**src/rtl/tff_universal_reg_if.sv**
```systemverilog
// Bus interface for tff_universal_reg: control/data inputs plus Q and TC outputs.
// The master drives EN/MODE/DIR/D; the slave (the register) drives Q and TC.
interface tff_universal_reg_if #(
    parameter int WIDTH = 8
);
    logic             EN;
    logic [1:0]       MODE;
    logic             DIR;
    logic [WIDTH-1:0] D;
    logic [WIDTH-1:0] Q;
    logic             TC;

    modport master (output EN, MODE, DIR, D, input Q, TC);
    modport slave  (input EN, MODE, DIR, D, output Q, TC);
endinterface

```
**src/rtl/tff_universal_reg.sv**
```systemverilog
// Multi-mode register built from T flip-flops: hold, load, toggle-mask, up/down count.
// Optional macro TFFREG_SATURATE_EN makes count mode stop at its terminal value instead of wrapping.
module tff_universal_reg #(
    parameter int WIDTH = 8
) (
    input  logic              CLK,
    input  logic              RST_N,
    tff_universal_reg_if.slave bus
);
    typedef enum logic [1:0] {
        MODE_HOLD   = 2'b00,
        MODE_LOAD   = 2'b01,
        MODE_TOGGLE = 2'b10,
        MODE_COUNT  = 2'b11
    } mode_e;

    mode_e            mode;
    logic [WIDTH-1:0] q_q;
    logic [WIDTH-1:0] q_d;
    logic [WIDTH-1:0] t;
    logic [WIDTH-1:0] up_t;
    logic [WIDTH-1:0] dn_t;
    logic [WIDTH-1:0] cnt_t;
    logic [WIDTH-1:0] low_mask;
    logic             tc;

    assign mode = mode_e'(bus.MODE);

    // T[i] of the counter is the AND of all lower bits; bits at or above i are masked to 1.
    always_comb begin
        up_t     = '0;
        dn_t     = '0;
        low_mask = '0;
        for (int unsigned i = 0; i < WIDTH; i++) begin
            low_mask = (WIDTH'(1) << i) - WIDTH'(1);
            up_t[i]  = &(q_q | ~low_mask);
            dn_t[i]  = &(~q_q | ~low_mask);
        end
    end

    always_comb begin
        tc = 1'b0;
        if (bus.EN && (mode == MODE_COUNT)) begin
            tc = bus.DIR ? (&q_q) : ~(|q_q);
        end
    end

    always_comb begin
        cnt_t = bus.DIR ? up_t : dn_t;
`ifdef TFFREG_SATURATE_EN
        if (tc) begin
            cnt_t = '0;
        end
`endif
        t = '0;
        if (bus.EN) begin
            case (mode)
                MODE_HOLD:   t = '0;
                MODE_LOAD:   t = q_q ^ bus.D;
                MODE_TOGGLE: t = bus.D;
                MODE_COUNT:  t = cnt_t;
                default:     t = '0;
            endcase
        end
        q_d = q_q ^ t;
    end

    always_ff @(posedge CLK) begin
        if (!RST_N) begin
            q_q <= '0;
        end else begin
            q_q <= q_d;
        end
    end

    assign bus.Q  = q_q;
    assign bus.TC = tc;
endmodule

```
**src/flat_wrapper.sv**
```systemverilog
// flat-port wrapper written by rule: the top's interface ports become plain ports
module tff_universal_reg_flat 
#(
    parameter int WIDTH = 8
)
  (CLK, RST_N, bus_EN, bus_MODE, bus_DIR, bus_D, bus_Q, bus_TC);
  tff_universal_reg_if #(.WIDTH(WIDTH)) bus_i ();
  input  logic CLK;
  input  logic RST_N;
  input wire logic [$bits(bus_i.EN)-1:0] bus_EN;
  input wire logic [$bits(bus_i.MODE)-1:0] bus_MODE;
  input wire logic [$bits(bus_i.DIR)-1:0] bus_DIR;
  input wire logic [$bits(bus_i.D)-1:0] bus_D;
  output wire logic [$bits(bus_i.Q)-1:0] bus_Q;
  output wire logic [$bits(bus_i.TC)-1:0] bus_TC;
  assign bus_i.EN = bus_EN;
  assign bus_i.MODE = bus_MODE;
  assign bus_i.DIR = bus_DIR;
  assign bus_i.D = bus_D;
  assign bus_Q = bus_i.Q;
  assign bus_TC = bus_i.TC;
  tff_universal_reg #(.WIDTH(WIDTH)) u_core (.CLK(CLK), .RST_N(RST_N), .bus(bus_i));
endmodule
```
**config.mk**
```make
export PLATFORM = sky130hd
export DESIGN_NAME = tff_universal_reg_flat
export DESIGN_NICKNAME = d
export VERILOG_FILES = /design/src/rtl/tff_universal_reg_if.sv /design/src/rtl/tff_universal_reg.sv /design/src/flat_wrapper.sv
export SDC_FILE = /design/constraint.sdc
export NUM_CORES = 1
export LEC_CHECK = 0
export CAP_MARGIN = 15
export CORE_AREA = 8 8 50 52
export DETAILED_ROUTE_END_ITERATION = 10
export DIE_AREA = 0 0 58 60
export PLACE_DENSITY_LB_ADDON = 0.25
export SLEW_MARGIN = 20
export SYNTH_ARGS = -nofsm -noshare
export SYNTH_HDL_FRONTEND = slang
export SYNTH_SLANG_ARGS = --single-unit
export TNS_END_PERCENT = 100
```
**constraint.sdc**
```tcl
create_clock -name CLK -period 4.55 [get_ports CLK]
set_input_delay 0.91 -clock CLK [delete_from_list [all_inputs] [get_ports CLK]]
set_output_delay 0.91 -clock CLK [all_outputs]
set_load 0.005 [all_outputs]
```
**Word level (Yosys, flattened, before mapping)**

Cells that the tools add are included.
Widths: inputs -> output; s select.

- Reductions and logical operators: 16
- Equal/unequal tests: 3
- Bitwise logic cells: 4
- Mux-type cells: 5

Operators by type and width:

| cell | number |
|---|---|
| $pmux 8 s4 | 1 |
| $mux 8 | 2 |
| $xor 8x8->8 | 2 |
| $reduce_and 7->1 | 2 |
| $reduce_and 6->1 | 2 |
| $reduce_and 5->1 | 2 |
| $reduce_and 4->1 | 2 |
| $reduce_and 8->1 | 1 |
| $reduce_or 8->1 | 1 |
| $not 7->7 | 1 |
| $reduce_and 3->1 | 2 |
| $eq 2x2->1 const B | 2 |
| $reduce_and 2->1 | 2 |
| $eq 2x1->1 const B | 1 |
| $logic_not 2->1 | 1 |
| $mux 1 | 2 |
| $logic_and 1x1->1 | 1 |
| $not 1->1 | 1 |

- Word-level logic and storage cells: 29
- Output and inout bits: 9
- Bits in registers: 8
- Input port bits: 14

**Depth between registers and ports, before layout**

- Depth after elaboration: 6
- Depth in mapped cells: 6
- Mapped depth without buffers: 4

**Worst setup path before layout**

No wires, ideal clock.

- Path type: in2out
- Start: input bus_DIR
- End: output bus_TC
- Data arrival time: 1.747 ns
- Data required time: 3.640 ns
- Slack: 1.893 ns
- Path buffers: 1
- Stages: 4
- Path through: or4_4 buf_6 nor3_1 o21a_1

- Longest elaborated chain between the ends: 2

Ends and longest elaborated chain:

| item | RTL line | RTL |
|---|---|---|
| from (decl) | flat_wrapper.sv:12 | `input wire logic [$bits(bus_i.DIR)-1:0] bus_DIR;` |
| $mux 1 | tff_universal_reg.sv:44 | `tc = bus.DIR ? (&q_q) : ~(\|q_q);` |
| $mux 1 | tff_universal_reg.sv:43 | `if (bus.EN && (mode == MODE_COUNT)) begin` |
| to (decl) | flat_wrapper.sv:15 | `output wire logic [$bits(bus_i.TC)-1:0] bus_TC;` |

Every way passes these cells.

**Worst setup path in the final report**

Ends and elaborated chain as after synthesis.

==> summary.json <==
{
  "synthesis": {
    "syn_area_sq_um": 811,
    "synth-compound-area-share_pct": 31.8,
    "post_synth_main_area_contributors": "sky130_fd_sc_hd__dfxtp_1 (20%), sky130_fd_sc_hd__nand2_1 (7.9%), sky130_fd_sc_hd__mux2i_1 (6.2%)",
    "synth_nets": 124,
    "syn-instance-count": 110,
    "yosys.area_share.xor_xnor_pct": 5.40,
    "ys_dominant_reg_cell": "sky130_fd_sc_hd__dfxtp_1",
    "synth_adder_area_share_pct": 0,
    "synth_simple_gate_area_share_pct": 28.1,
    "ys_warn_count": 0,
    "synth_edf_count": 0,
    "post-synth-top-area-fraction_pct": 19.8,
    "synth-seq-cells": 8,
    "synth_mux_area_share_pct": 6.17,
    "yosysSeqAreaShare_pct": 19.8,
    "async_flop_share_pct": 0,
    "netlist-cell-type-count": 38,
    "post_synth.cell_area_avg_sq_um": 7.37,
    "synth_top_family_by_area": "compound AO/OA/AOI/OAI gates",
    "synth_top_cell_by_area": "sky130_fd_sc_hd__dfxtp_1"
  },
  "cts": {
    "clk_transition_reported_paths_ns": 0.06,
    "cts-buffers-inserted": 3,
    "tritoncts_clock_tree": "done",
    "hold_buffers": 0,
    "ctsResizeCount": 0,
    "cts-root-buf": "sky130_fd_sc_hd__clkbuf_4",
    "cts_max_level": 1,
    "max-clock-path-buffers": 2,
    "cts_sinks": 8,
    "worstSkewPairLatency_ns": 0.25,
    "cts_setup_buffers": 0
  },
  "detailed_routing": {
    "dr_vias": 907,
    "drt.antenna.violating_nets": 0,
    "wl_per_cell_microns": 14.8,
    "totalWireLength_mm": 2.15,
    "drt_first_pass_iters": 4,
    "avgViaCountPerCell": 6.26,
    "drc": 0,
    "drt_first_iter_violations": 19
  },
  "grt": {
    "grt_pass1_wl_mm": 3.49,
    "grt_max_degree": 21,
    "globalRouteTotalUtil_pct": 12.6,
    "gr-total-overflow": 0,
    "antenna_found_initial": 0,
    "grt_pass1_vias": 794
  },
  "critical_path": {
    "cp_common_cell": "sky130_fd_sc_hd__clkdlybuf4s50_1",
    "worst_path_largest_cell_delay_ns": 0.59,
    "slowest_stage": "sky130_fd_sc_hd__clkdlybuf4s50_1",
    "criticalPathCategory": "in -> out",
    "crit_arrival_ns": 2.88,
    "cp_cell_sequence": "clkdlybuf4s50_1, or4_4, nor3_1, o21a_1, clkdlybuf4s50_1",
    "critPathLaunchType": "primary input",
    "worstPathMaxFanout": 11,
    "worst_setup_path_end_kind": "output pin",
    "timing.critical_path.required_ns": 3.64
  },
  "floorplan": {
    "width_of_the_die_microns": 58,
    "initial_utilization_pct": 45.0,
    "die_y_microns": 60,
    "die_area_sq_um": 3480,
    "core_area_sq_um": 1800,
    "floorplan.io_pins": 23,
    "placement_rows": 16
  },
  "sta": {
    "grt_setup_unrepaired": "no",
    "postLayoutSetupSlackWorst_ns": 0.759,
    "setup_tns_ns": 0,
    "achievable-frequency_mhz": 264,
    "skew_ns": 0.00423,
    "slew_headroom_pct": 71.2,
    "final_max_slew_viol_count": 0,
    "timing.final.crit_period_ns": 3.79,
    "final-hold-violation-count": 0,
    "total_of_endpoints_with_negative_setup_slack_in_the_final_report": 0,
    "share_of_the_clock_period_used_by_the_worst_path_after_layout_pct": 83.3,
    "tightest_slew_ns": 0.431
  },
  "job": {
    "maxCapViolCount": 0
  },
  "power_and_ir_drop": {
    "peakVddDrop_uv": 136,
    "power.density_nw_per_um2": 225,
    "power.static_leakage_nw": 0.375
  },
  "place": {
    "finalWeightedCongestion": 0.741,
    "pre_cts_ws_ns": 0.794,
    "place.detailed.hpwl_mm": 1.54,
    "portbufs": 22
  },
  "run_status": {
    "outcome": "complete, no violations"
  },
  "worst_hold_path": {
    "hold_path.class": "reg -> reg"
  },
  "cells_and_area": {
    "largest_reg_flops": 8,
    "layout_cells_sized_above_1_pct": 8.66,
    "antenna_cells_inserted": 0,
    "fillers": 168,
    "final_net_count": 143,
    "flow.area_growth_from_synthesis_pct": 28.1
  }
}
[routing by layer]
layer	global-route usage [%]	up-vias	wire, microns
met5	0	-	0
met4	5.24	0	12
met3	2.80	2	130
met2	21.7	36	1030
met1	14.7	421	974
li1	-	448	-
[cells in the mapped netlist, drive strengths merged, types with 3 or more instances]
library cell,n
o22ai,4
buf,5
nor2,3
inv,3
o21ai,8
nand2b,6
nand2,17
a22oi,3
dfxtp,8
clkbuf,6
mux2i,5
nand4,3
nand3,4
a21oi,5
xnor2,5
[path summary, 6_finish.rpt]
| path | startpoint | end | slack, ns | cells past startpoint |
|---|---|---|---|---|
| worst max-delay path | bus_DIR | bus_TC | 0.76 | 5 |
| worst max register to register | u_core.bus.Q[0]$_SDFF_PN0_ | u_core.bus.Q[5]$_SDFF_PN0_ | 2.95 | 4 |
| worst min register to register | u_core.bus.Q[7]$_SDFF_PN0_ | u_core.bus.Q[7]$_SDFF_PN0_ | 0.52 | 2 |
| worst min-delay path | u_core.bus.Q[7]$_SDFF_PN0_ | u_core.bus.Q[7]$_SDFF_PN0_ | 0.52 | 2 |
[power breakdown]
group	internal, W	switching, W
logic	0.0000484	0.0000371
registers	0.0000763	0.0000148
clock network	0.0000304	0.0000270
[through the flow]
stage	power, W	hold slack, ns	cells	area, sq um	utilization (%)
final	0.000234	0.520	145	1040	57.6
after global routing	0.000249	0.566	145	1040	57.6
after CTS	0.000236	0.525	145	1040	57.6
after detailed placement	0.000178	0.516	142	1020	56.4
after global placement	0.000175	0.514	142	1020	56.4
after floorplan	0.000146	0.504	110	811	-
[cells by family after synthesis]
logic type	count (synthesis)
and+or+nand+nor	44
AOI/OAI and AO/OA	34
buffers and inverters	14
DFF	8
xor gates and xnor gates	5
muxes	5
[cell type report]
class                      count  area [sq um]  area share, %
clock buffer                   3          22.5           2.17
multi-input combinational     88           579           55.8
timing repair buffer          25           243           23.4
sequential                     8           160           15.4
tap                           18          22.5           2.17
inverter                       3          11.3           1.08
[cell usage in the layout, fill, tap and decap left out]
cell type                         Yosys  final
sky130_fd_sc_hd__a31oi_1              2      2
sky130_fd_sc_hd__clkbuf_4             0      3
sky130_fd_sc_hd__nand2_1             17     17
sky130_fd_sc_hd__a22oi_1              2      2
sky130_fd_sc_hd__o311ai_1             1      1
sky130_fd_sc_hd__o21ai_0              5      5
sky130_fd_sc_hd__clkdlybuf4s50_1      0     22
sky130_fd_sc_hd__mux2i_1              5      5
sky130_fd_sc_hd__dfxtp_1              8      8
sky130_fd_sc_hd__o22ai_1              4      4
sky130_fd_sc_hd__or4_1                1      1
sky130_fd_sc_hd__o41ai_4              1      1
sky130_fd_sc_hd__nand4_1              3      3
sky130_fd_sc_hd__a22oi_2              1      1
sky130_fd_sc_hd__buf_4                0      3
sky130_fd_sc_hd__a311oi_1             1      1
sky130_fd_sc_hd__or3_1                2      2
sky130_fd_sc_hd__o31ai_2              1      1
sky130_fd_sc_hd__xnor2_1              5      5
sky130_fd_sc_hd__a221oi_1             1      1
sky130_fd_sc_hd__nor3b_1              1      1
sky130_fd_sc_hd__or4_4                1      1
sky130_fd_sc_hd__and3_1               2      2
sky130_fd_sc_hd__a211oi_1             1      1
sky130_fd_sc_hd__o32ai_1              1      1
sky130_fd_sc_hd__and3b_1              1      1
sky130_fd_sc_hd__o311ai_0             1      1
sky130_fd_sc_hd__o21ai_1              3      3
sky130_fd_sc_hd__o221a_2              1      1
sky130_fd_sc_hd__nor2_1               3      3
sky130_fd_sc_hd__o2111ai_1            2      2
sky130_fd_sc_hd__nor2b_1              1      1
sky130_fd_sc_hd__nand2b_1             6      6
sky130_fd_sc_hd__inv_1                3      3
sky130_fd_sc_hd__nor3_1               2      2
sky130_fd_sc_hd__nand3_1              4      4
sky130_fd_sc_hd__o21a_1               1      1
sky130_fd_sc_hd__a21oi_1              5      5
[worst max-delay path: cells and delay by family]
kind	cells	cell delay (ns)
AND/OR/NAND/NOR	2	0.75
AO/OA/AOI/OAI	1	0.13
buffers and inverters	2	1.08
No activity file was read; power rests on OpenSTA's default activity.
